$ cat config.mk
export PLATFORM = sky130hd
export DESIGN_NAME = interleaved_mod_mult
export DESIGN_NICKNAME = d
export VERILOG_FILES = /design/src/rtl/interleaved_mod_mult.sv
export SDC_FILE = /design/constraint.sdc
export NUM_CORES = 1
export LEC_CHECK = 0
export CORE_UTILIZATION = 35
export CTS_BUF_LIST = sky130_fd_sc_hd__clkbuf_8 sky130_fd_sc_hd__clkbuf_16
export DETAILED_ROUTE_END_ITERATION = 6
export PLACE_DENSITY = 0.66
export SLEW_MARGIN = 25
export SYNTH_ARGS = -nofsm -noshare
export SYNTH_HDL_FRONTEND = slang
export SYNTH_SLANG_ARGS = --single-unit
$ cat constraint.sdc
create_clock -name clk -period 4.7 [get_ports clk]
set_clock_uncertainty 0.05 [all_clocks]
set_input_delay 0.94 -clock clk [delete_from_list [all_inputs] [get_ports clk]]
set_output_delay 0.94 -clock clk [all_outputs]
set_load 0.03 [all_outputs]
$ cat src/rtl/interleaved_mod_mult.sv
// interleaved_mod_mult
//   Sequential K-bit modular multiplier, C = (A * B) mod M, computed MSB-first
//   by interleaved shift-and-add with one conditional subtraction per step.
//   One multiplier bit is processed per cycle, so the latency from the accept
//   edge to the result is K cycles. Twiddle-multiply stage of the NTT butterfly.
//
// Optional feature macro: MODMUL_CHECK_EN
//   When defined, adds the err output. At accept, the operands are rejected
//   if M == 0 or A >= M. A rejected operation returns C = 0 with err = 1
//   one cycle after accept.
//
// Ports
//   clk        in   clock, rising edge
//   rst_n      in   asynchronous active-low reset
//   in_valid   in   A/B/M valid
//   in_ready   out  ready for a new operand set (IDLE only)
//   A          in   K  multiplicand, A < M
//   B          in   K  multiplier
//   M          in   K  modulus, 1 <= M
//   out_valid  out  C valid
//   out_ready  in   downstream accepts C
//   C          out  K  registered result
//   err        out  operand check failed (MODMUL_CHECK_EN only)
module interleaved_mod_mult #(
  parameter int K = 8
) (
  input  logic         clk,
  input  logic         rst_n,
  input  logic         in_valid,
  output logic         in_ready,
  input  logic [K-1:0] A,
  input  logic [K-1:0] B,
  input  logic [K-1:0] M,
  output logic         out_valid,
  input  logic         out_ready,
`ifdef MODMUL_CHECK_EN
  output logic         err,
`endif
  output logic [K-1:0] C
);

  localparam int CW = (K > 1) ? $clog2(K) : 1;

  typedef enum logic [1:0] {IDLE, RUN, DONE} state_t;

  state_t        state_q, state_d;
  logic [K-1:0]  a_r, b_r, m_r;
  logic [K:0]    p;
  logic [CW-1:0] cnt;
  logic [K-1:0]  c_q;
  logic          accept;
  logic          bad;

  // Datapath for one step, all K+1 bits wide.
  logic [K:0] a_ext, m_ext, t2, t, u_add, u;

  assign in_ready  = (state_q == IDLE);
  assign out_valid = (state_q == DONE);
  assign C         = c_q;
  assign accept    = in_valid && (state_q == IDLE);

`ifdef MODMUL_CHECK_EN
  logic err_q;
  assign err = err_q;
  assign bad = (M == '0) || (A >= M);
`else
  assign bad = 1'b0;
`endif

  always_comb begin
    a_ext = {1'b0, a_r};
    m_ext = {1'b0, m_r};
    // P < M < 2^K, so P's top bit is zero and the shift cannot lose a bit.
    t2    = {p[K-1:0], 1'b0};
    t     = (t2 >= m_ext) ? (t2 - m_ext) : t2;
    u_add = t + a_ext;
    u     = t;
    if (b_r[cnt]) begin
      u = (u_add >= m_ext) ? (u_add - m_ext) : u_add;
    end
  end

  always_comb begin
    state_d = state_q;
    case (state_q)
      IDLE: if (in_valid) state_d = bad ? DONE : RUN;
      RUN:  if (cnt == '0) state_d = DONE;
      DONE: if (out_ready) state_d = IDLE;
      default: state_d = IDLE;
    endcase
  end

  always_ff @(posedge clk or negedge rst_n) begin
    if (!rst_n) begin
      state_q <= IDLE;
    end else begin
      state_q <= state_d;
    end
  end

  always_ff @(posedge clk or negedge rst_n) begin
    if (!rst_n) begin
      a_r   <= '0;
      b_r   <= '0;
      m_r   <= '0;
      p     <= '0;
      cnt   <= '0;
      c_q   <= '0;
`ifdef MODMUL_CHECK_EN
      err_q <= 1'b0;
`endif
    end else begin
      if (accept) begin
        a_r <= A;
        b_r <= B;
        m_r <= M;
        p   <= '0;
        cnt <= CW'(K - 1);
`ifdef MODMUL_CHECK_EN
        err_q <= bad;
        if (bad) c_q <= '0;
`endif
      end else if (state_q == RUN) begin
        p <= u;
        if (cnt == '0) begin
          c_q <= u[K-1:0];
        end else begin
          cnt <= cnt - 1'b1;
        end
      end
    end
  end

endmodule

==> reports/results.tsv, run 1 <==
stage	metric	value	unit
run_status	status	finished, violations left	
run_status	violated checks	setup timing	
floorplan	die span in x	98.84	µm
critical_path	Critical Path Source Type	flop	
synthesis	sequential-to-total area share from yosys stat	34.31	%
synthesis	count leader, synth	dfrtp_1	
synthesis	Syn. warnings	0	
clock_tree	clk slew on worst S/H paths	0.10	ns
synthesis	mux share of post-synthesis cell area	11.93	%
synthesis	Post-synth EDFFs	0	
synthesis	Compound-Gate Fraction of Synth Area	21.46	%
place	DP Cell Count	503	
layout	Finished Layout Cells	522	
synthesis	synth unique cells	57	
sta	transition time at the pin with the least slew margin	0.8524	ns
clock_tree	CTS tree	built	
job	Max-Cap Viols	0	
clock_tree	Longest Clk Path Bufs	2	
synthesis	Mapped Cells	328	
synthesis	Synth Area in Simple Gates	12.01	%
synthesis	Adder-Cell Fraction of Synth Area	12.12	%
route	First-pass DRT Iterations	4	
synthesis	top post-synthesis cells by area	dfrtp_1 34%, mux2_2 11%, ha_1 10%	
synthesis	Synth Cell Area	3282	µm²
synthesis	Post-synth top cells	45 x dfrtp_1, 34 x a21oi_1, 31 x mux2_2	
clock_tree	Root Buffer	clkbuf_8	
clock_tree	H-tree depth	2	
clock_tree	total CTS buffers	5	
sta	Slew headroom	43.05	%
synthesis	most common flop cell mapped by yosys	dfrtp_1	
clock_tree	Sink Count	45	
floorplan	Core Rows	34	
sta	Final setup violation count	14	
layout	Area growth syn-to-layout	37.78	%
synthesis	Yosys top cell by area	dfrtp_1	
global_routing	largest net degree at the start of global routing	46	
sta	final hold slack	0.4593	ns
layout	Fill cells	781	
synthesis	Synthesized Nets	386	
clock_tree	clk_lat worst skew	0.32	ns
route	DR WL/cell	18.46	µm
critical_path	required time of the critical path	4.88	ns
global_routing	vias in the first global route	2988	
critical_path	slowest cell on the critical path	dfrtp_1	
critical_path	crit-path cells	ha_2 > buf_4 > o2111a_2 > o31ai_4 > nand3b_4 > and2_4 > ha_2 > inv_1 > fa_2 > nand2b_1 > nand2b_1 > a21oi_1 > xnor2_1 > ha_1 > o21a_1 > o31a_1 > o31a_1 > nor2_2 > buf_6 > a211o_4 > a211oi_2	
synthesis	Synth Register Bits	45	
route	Post-DRT Antenna Nets	0	
floorplan	# IOs	38	
sta	Final Cycle Share	101.9	%
sta	fmax	208.8	MHz
floorplan	Placeable Area	8891	µm²
critical_path	Crit Path Class	reg2reg	
route	via count	2976	
floorplan	chip height	98.84	µm
clock_tree	hold_buf cts	0	
synthesis	largest family of logic cells by synthesized area	compound AO/OA/AOI/OAI gates	
synthesis	post-synthesis xor/xnor area fraction	4.689	%
layout	# diodes	0	
layout	final net count	471	
sta	Final Hold Viols	0	
floorplan	Starting Density	36.91	%
synthesis	ys async rst share	100.0	%
critical_path	worst-path fanout max	5	
global_routing	total grt overflow	0	
place	PortBufs	37	
critical_path	arrival time at the worst endpoint	4.97	ns
route	drt drc	0	
global_routing	initial antenna violation count	0	
sta	max-slew violation count	0	
place	dpl hpwl	6789	µm
route	via density per instance	5.701	
floorplan	die footprint	9768	µm²
synthesis	post-synth top area share	34.31	%
critical_path	crit path capture type	flop	
place	Final GP Congestion	0.9416	
critical_path	Critical Path Max Stage Delay	0.45	ns
layout	share of layout cells above drive strength 1	36.23	%
synthesis	Avg Inst Size Synth	10.01	µm²
hold_path	Worst Hold Class	reg2reg	
global_routing	GR Util All Layers	19.67	%
sta	RSZ-0062 raised after global routing	yes	
sta	fin worst setup slack	-0.08905	ns
sta	Period minus WS final	4.789	ns
route	Detailed Route WL	9637	µm
global_routing	global-route wire length before repair	14990	µm
route	initial drt markers	164	
## worst paths after layout
| kind | from | endpoint | slack (ns) | cells after the start |
|---|---|---|---|---|
| max in group asynchronous | rst_n | m_r[7] | 3.64 | 1 |
| min | m_r[3] | m_r[3] | 0.46 | 1 |
| max reg2reg | p[3] | p[4] | -0.09 | 21 |
| min in group asynchronous | rst_n | b_r[2] | 0.55 | 1 |
| max | p[3] | p[4] | -0.09 | 21 |
| min reg2reg | m_r[3] | m_r[3] | 0.46 | 1 |
## worst max-delay path, delay by kind of cell, from the launching register on
family	cells	cell delay, ns
AO/OA/AOI/OAI	8	1.52
adder cells (fa/ha/maj)	4	1.32
AND/OR/NAND/NOR	5	0.71
flip-flops	1	0.45
buffers and inverters	3	0.33
XOR/XNOR	1	0.31
## metrics by stage
step | worst slack [ns] | cell area [µm²] | utilization [%] | setup TNS (ns)
after global routing | -0.3809 | 4522 | 50.86 | -4.963
after detailed placement | -0.2201 | 4029 | 45.31 | -2.679
after floorplan | 0.02180 | 3282 | - | 0
final | -0.08905 | 4522 | 50.86 | -0.6555
after CTS | 0.003091 | 4268 | 48.00 | 0
after global placement | -0.1009 | 4029 | 45.31 | -0.9019
## placed cells by master, fill, tap and decap left out, types with 3 or more instances in the layout
cell / n
ha_4: 6
nand2b_1: 6
o21ai_2: 3
buf_6: 4
o22ai_1: 6
mux2_2: 29
nor3b_4: 4
nor2b_1: 4
ha_2: 3
a21oi_2: 7
buf_4: 45
o211ai_1: 4
nor3_1: 9
ha_1: 18
o21ai_0: 8
o21a_1: 7
clkdlybuf4s50_1: 36
xnor2_2: 3
clkbuf_8: 5
nand2_1: 14
xnor2_1: 9
a21oi_1: 26
a211oi_2: 6
o31a_1: 3
nor2_1: 16
inv_1: 20
dfrtp_1: 45
nand4_1: 3
## sequential cells by signal, summed over array words and instances, names as in the netlist
| signal | flops |
|---|---|
| C | 8 |
| a_r | 8 |
| b_r | 8 |
| m_r | 8 |
| p | 8 |
| cnt | 3 |
| state_q | 2 |
## cell type report
class | instances | area, µm² | area share, %
repair buffers | 85 | 743.2 | 16.44
inverters | 22 | 82.58 | 1.826
clock buffers | 5 | 68.82 | 1.522
clock inverters | 3 | 21.27 | 0.4704
well taps | 108 | 135.1 | 2.988
flip-flops and latches | 45 | 1126 | 24.90
multi-input cells | 254 | 2345 | 51.85
## logic make-up (layout without fill, tap and decap cells)
| family | after synthesis | in the layout |
|---|---|---|
| AO/OA/AOI/OAI | 99 | 99 |
| AND/OR/NAND/NOR | 76 | 76 |
| flip-flops | 45 | 45 |
| multiplexers | 34 | 34 |
| adder cells (fa/ha/maj) | 30 | 30 |
| buffers and inverters | 29 | 115 |
| XOR/XNOR | 15 | 15 |
## metal layers
metal,vias up,track usage [%],share of wire (%)
li1,1387,-,-
met1,1461,24.01,41
met2,92,32.92,49
met3,36,3.901,4.3
met4,0,10.22,5.2
met5,-,0,0
## repair_timing
item                       4_1_cts  5_1_grt
setup endpoints to repair       16       16
pin swaps                       13       33
gates resized for setup         22       40
setup buffers                    3       10
Power of run 1 is left out: the tool's default activity adds up to more than one toggle a clock period on the data nets, which glitch-free logic cannot reach.
==> run 2, diff against run 1 <==
--- a/config.mk
+++ b/config.mk
@@ -9,7 +9,6 @@
 export CTS_BUF_LIST = sky130_fd_sc_hd__clkbuf_8 sky130_fd_sc_hd__clkbuf_16
 export DETAILED_ROUTE_END_ITERATION = 6
 export PLACE_DENSITY = 0.66
-export SLEW_MARGIN = 25
 export SYNTH_ARGS = -nofsm -noshare
 export SYNTH_HDL_FRONTEND = slang
 export SYNTH_SLANG_ARGS = --single-unit
==> run 2 against run 1 <==
Effect of this change: the run still ends with setup timing left; worst hold slack did not move; clock-buffer cell count did not move; first-iteration DRC count did not move; register-to-register slack barely moved; fmax did not move; via count did not move; sequential cell count did not move; worst setup slack did not move; sequential share of layout area barely moved; critical path depth did not move; critical path type unchanged; largest cell class unchanged.
==> reports/results.tsv, run 2 (synthesis results as in run 1) <==
stage	metric	value	unit	change
global_routing	global-route wire length before repair	14990	µm	unchanged
place	Area after DPL	4029	µm²	unchanged
place	PortBufs	37		unchanged
layout	final net count	471		unchanged
layout	# diodes	0		unchanged
critical_path	crit-path cells	ha_2 > buf_4 > o2111a_2 > o31ai_4 > nand3b_4 > and2_4 > ha_2 > inv_1 > fa_2 > nand2b_1 > nand2b_1 > a21oi_1 > xnor2_1 > ha_1 > o21a_1 > o31a_1 > o31a_1 > nor2_2 > buf_6 > a211o_4 > a211oi_2		
sta	max-slew violation count	0		unchanged
route	First-pass DRT Iterations	4		unchanged
clock_tree	clk slew on worst S/H paths	0.10	ns	about the same
global_routing	GR Util All Layers	19.67	%	unchanged
layout	Final Instance Area	4519	µm²	about the same
route	initial drt markers	164		unchanged
layout	commonest non-fill, non-tap cell in the layout	dfrtp_1		
clock_tree	Sink Count	45		unchanged
hold_path	Worst Hold Class	reg2reg		
sta	transition time at the pin with the least slew margin	1.009	ns	+0.1566 ns
clock_tree	H-tree depth	2		unchanged
global_routing	initial antenna violation count	0		unchanged
sta	Final Hold Viols	0		unchanged
layout	share of layout cells above drive strength 1	36.23	%	unchanged
floorplan	die span in x	98.84	µm	unchanged
floorplan	die footprint	9768	µm²	unchanged
layout	commonest cells after routing, fill and taps aside	45 x dfrtp_1, 44 x buf_4, 36 x clkdlybuf4s50_1		
route	DR WL/cell	18.46	µm	about the same
critical_path	Critical Path Source Type	flop		
run_status	violated checks	setup timing		
hold_path	end of the worst hold path	m_r[3]		
critical_path	arrival time at the worst endpoint	4.97	ns	about the same
sta	fmax	208.8	MHz	unchanged
route	Detailed Route WL	9636	µm	about the same
critical_path	required time of the critical path	4.88	ns	about the same
floorplan	chip height	98.84	µm	unchanged
floorplan	Placeable Area	8891	µm²	unchanged
critical_path	r2r setup slk	-0.09	ns	about the same
layout	Fill cells	780		-0.13%
clock_tree	clk_lat worst skew	0.32	ns	about the same
sta	Final Cycle Share	101.9	%	unchanged
sta	Slew headroom	32.73	%	-10 points
layout	Area growth syn-to-layout	37.70	%	about the same
critical_path	Worst path depth	21		unchanged
clock_tree	Root Buffer	clkbuf_8		
critical_path	Crit Reg-Reg Startpoint	p[3]		
floorplan	Core Rows	34		unchanged
clock_tree	Longest Clk Path Bufs	2		unchanged
sta	RSZ-0062 raised after global routing	yes		
critical_path	Worst Path Buf+Inv	3		unchanged
floorplan	# IOs	38		unchanged
route	via density per instance	5.701		unchanged
critical_path	R2R Path End	p[4]		
clock_tree	total CTS buffers	5		unchanged
sta	Period minus WS final	4.789	ns	unchanged
sta	Final setup violation count	14		unchanged
clock_tree	CTS tree	built		
place	dpl hpwl	6789	µm	unchanged
floorplan	Starting Density	36.91	%	unchanged
run_status	status	finished, violations left		
place	Final GP Congestion	0.9416		unchanged
critical_path	Crit path max-delay family	compound AO/OA/AOI/OAI gates		
sta	final hold slack	0.4593	ns	unchanged
global_routing	largest net degree at the start of global routing	46		unchanged
hold_path	hold path depth	1		unchanged
critical_path	worst-path fanout max	5		unchanged
critical_path	Crit Path Class	reg2reg		
sta	fin worst setup slack	-0.08905	ns	unchanged
critical_path	crit path capture type	flop		
global_routing	vias in the first global route	2988		unchanged
hold_path	HP Start	m_r[3]		
critical_path	slowest cell on the critical path	dfrtp_1		
critical_path	Critical Path Max Stage Delay	0.45	ns	about the same
route	via count	2976		unchanged
global_routing	total grt overflow	0		unchanged
critical_path	R2R depth	21		unchanged
route	Post-DRT Antenna Nets	0		unchanged
route	drt drc	0		unchanged
job	Max-Cap Viols	0		unchanged
[run 2: worst max-delay path by stage]
stage	start	endpoint	slack (ns)
finish	p[3]	p[4]	-0.09
global route	p[3]	p[4]	-0.38
CTS	m_r[1]	p[4]	0.003
detailed placement	p[3]	C[7]	-0.22
global placement	m_r[1]	C[7]	-0.10
floorplan	m_r[1]	C[7]	0.02
[run 2: timing repair]
action | CTS | global route
hold buffers | 0 | 0
setup buffers | 3 | 10
pin swaps | 13 | 33
endpoints found under the setup margin | 16 | 16
resized for setup | 22 | 40
[run 2: per-layer routing]
layer / vias up / wire length [µm] / GRT usage [%]
met3: 36 / 416 / 3.901
li1: 1387 / - / -
met2: 92 / 4733 / 32.92
met5: - / 0 / 0
met4: 0 / 505 / 10.22
met1: 1461 / 3980 / 24.01
[run 2: final cells by class]
| class | count | area, µm² | share of cell area (%) |
|---|---|---|---|
| multi-input combinational | 254 | 2345 | 51.88 |
| tap | 108 | 135.1 | 2.990 |
| clock inverter | 3 | 21.27 | 0.4707 |
| inverter | 22 | 82.58 | 1.827 |
| clock buffer | 5 | 68.82 | 1.523 |
| sequential | 45 | 1126 | 24.92 |
| timing repair buffer | 85 | 740.7 | 16.39 |
[run 2: per-stage QoR]
| step | TNS (ns) | worst slack (ns) | util (%) | instances |
|---|---|---|---|---|
| 2_1_floorplan | 0 | 0.02180 | - | 328 |
| 3_3_place_gp | -0.9019 | -0.1009 | 45.31 | 503 |
| 3_5_place_dp | -2.679 | -0.2201 | 45.31 | 503 |
| 4_1_cts | 0 | 0.003091 | 48.00 | 514 |
| 5_1_grt | -4.963 | -0.3809 | 50.83 | 522 |
| 6_report | -0.6555 | -0.08905 | 50.83 | 522 |
[run 2: worst register-to-register path, cell delays in order (launching register included)]
cell and delay, ns:
dfrtp_1 0.45, ha_2 0.41, buf_4 0.12, o2111a_2 0.21, o31ai_4 0.09, nand3b_4 0.13, and2_4 0.16, ha_2 0.23
inv_1 0.08, fa_2 0.38, nand2b_1 0.22, nand2b_1 0.12, a21oi_1 0.09, xnor2_1 0.31, ha_1 0.30, o21a_1 0.16
o31a_1 0.16, o31a_1 0.24, nor2_2 0.09, buf_6 0.13, a211o_4 0.35, a211oi_2 0.22
Power of run 2 is left out for the same reason.
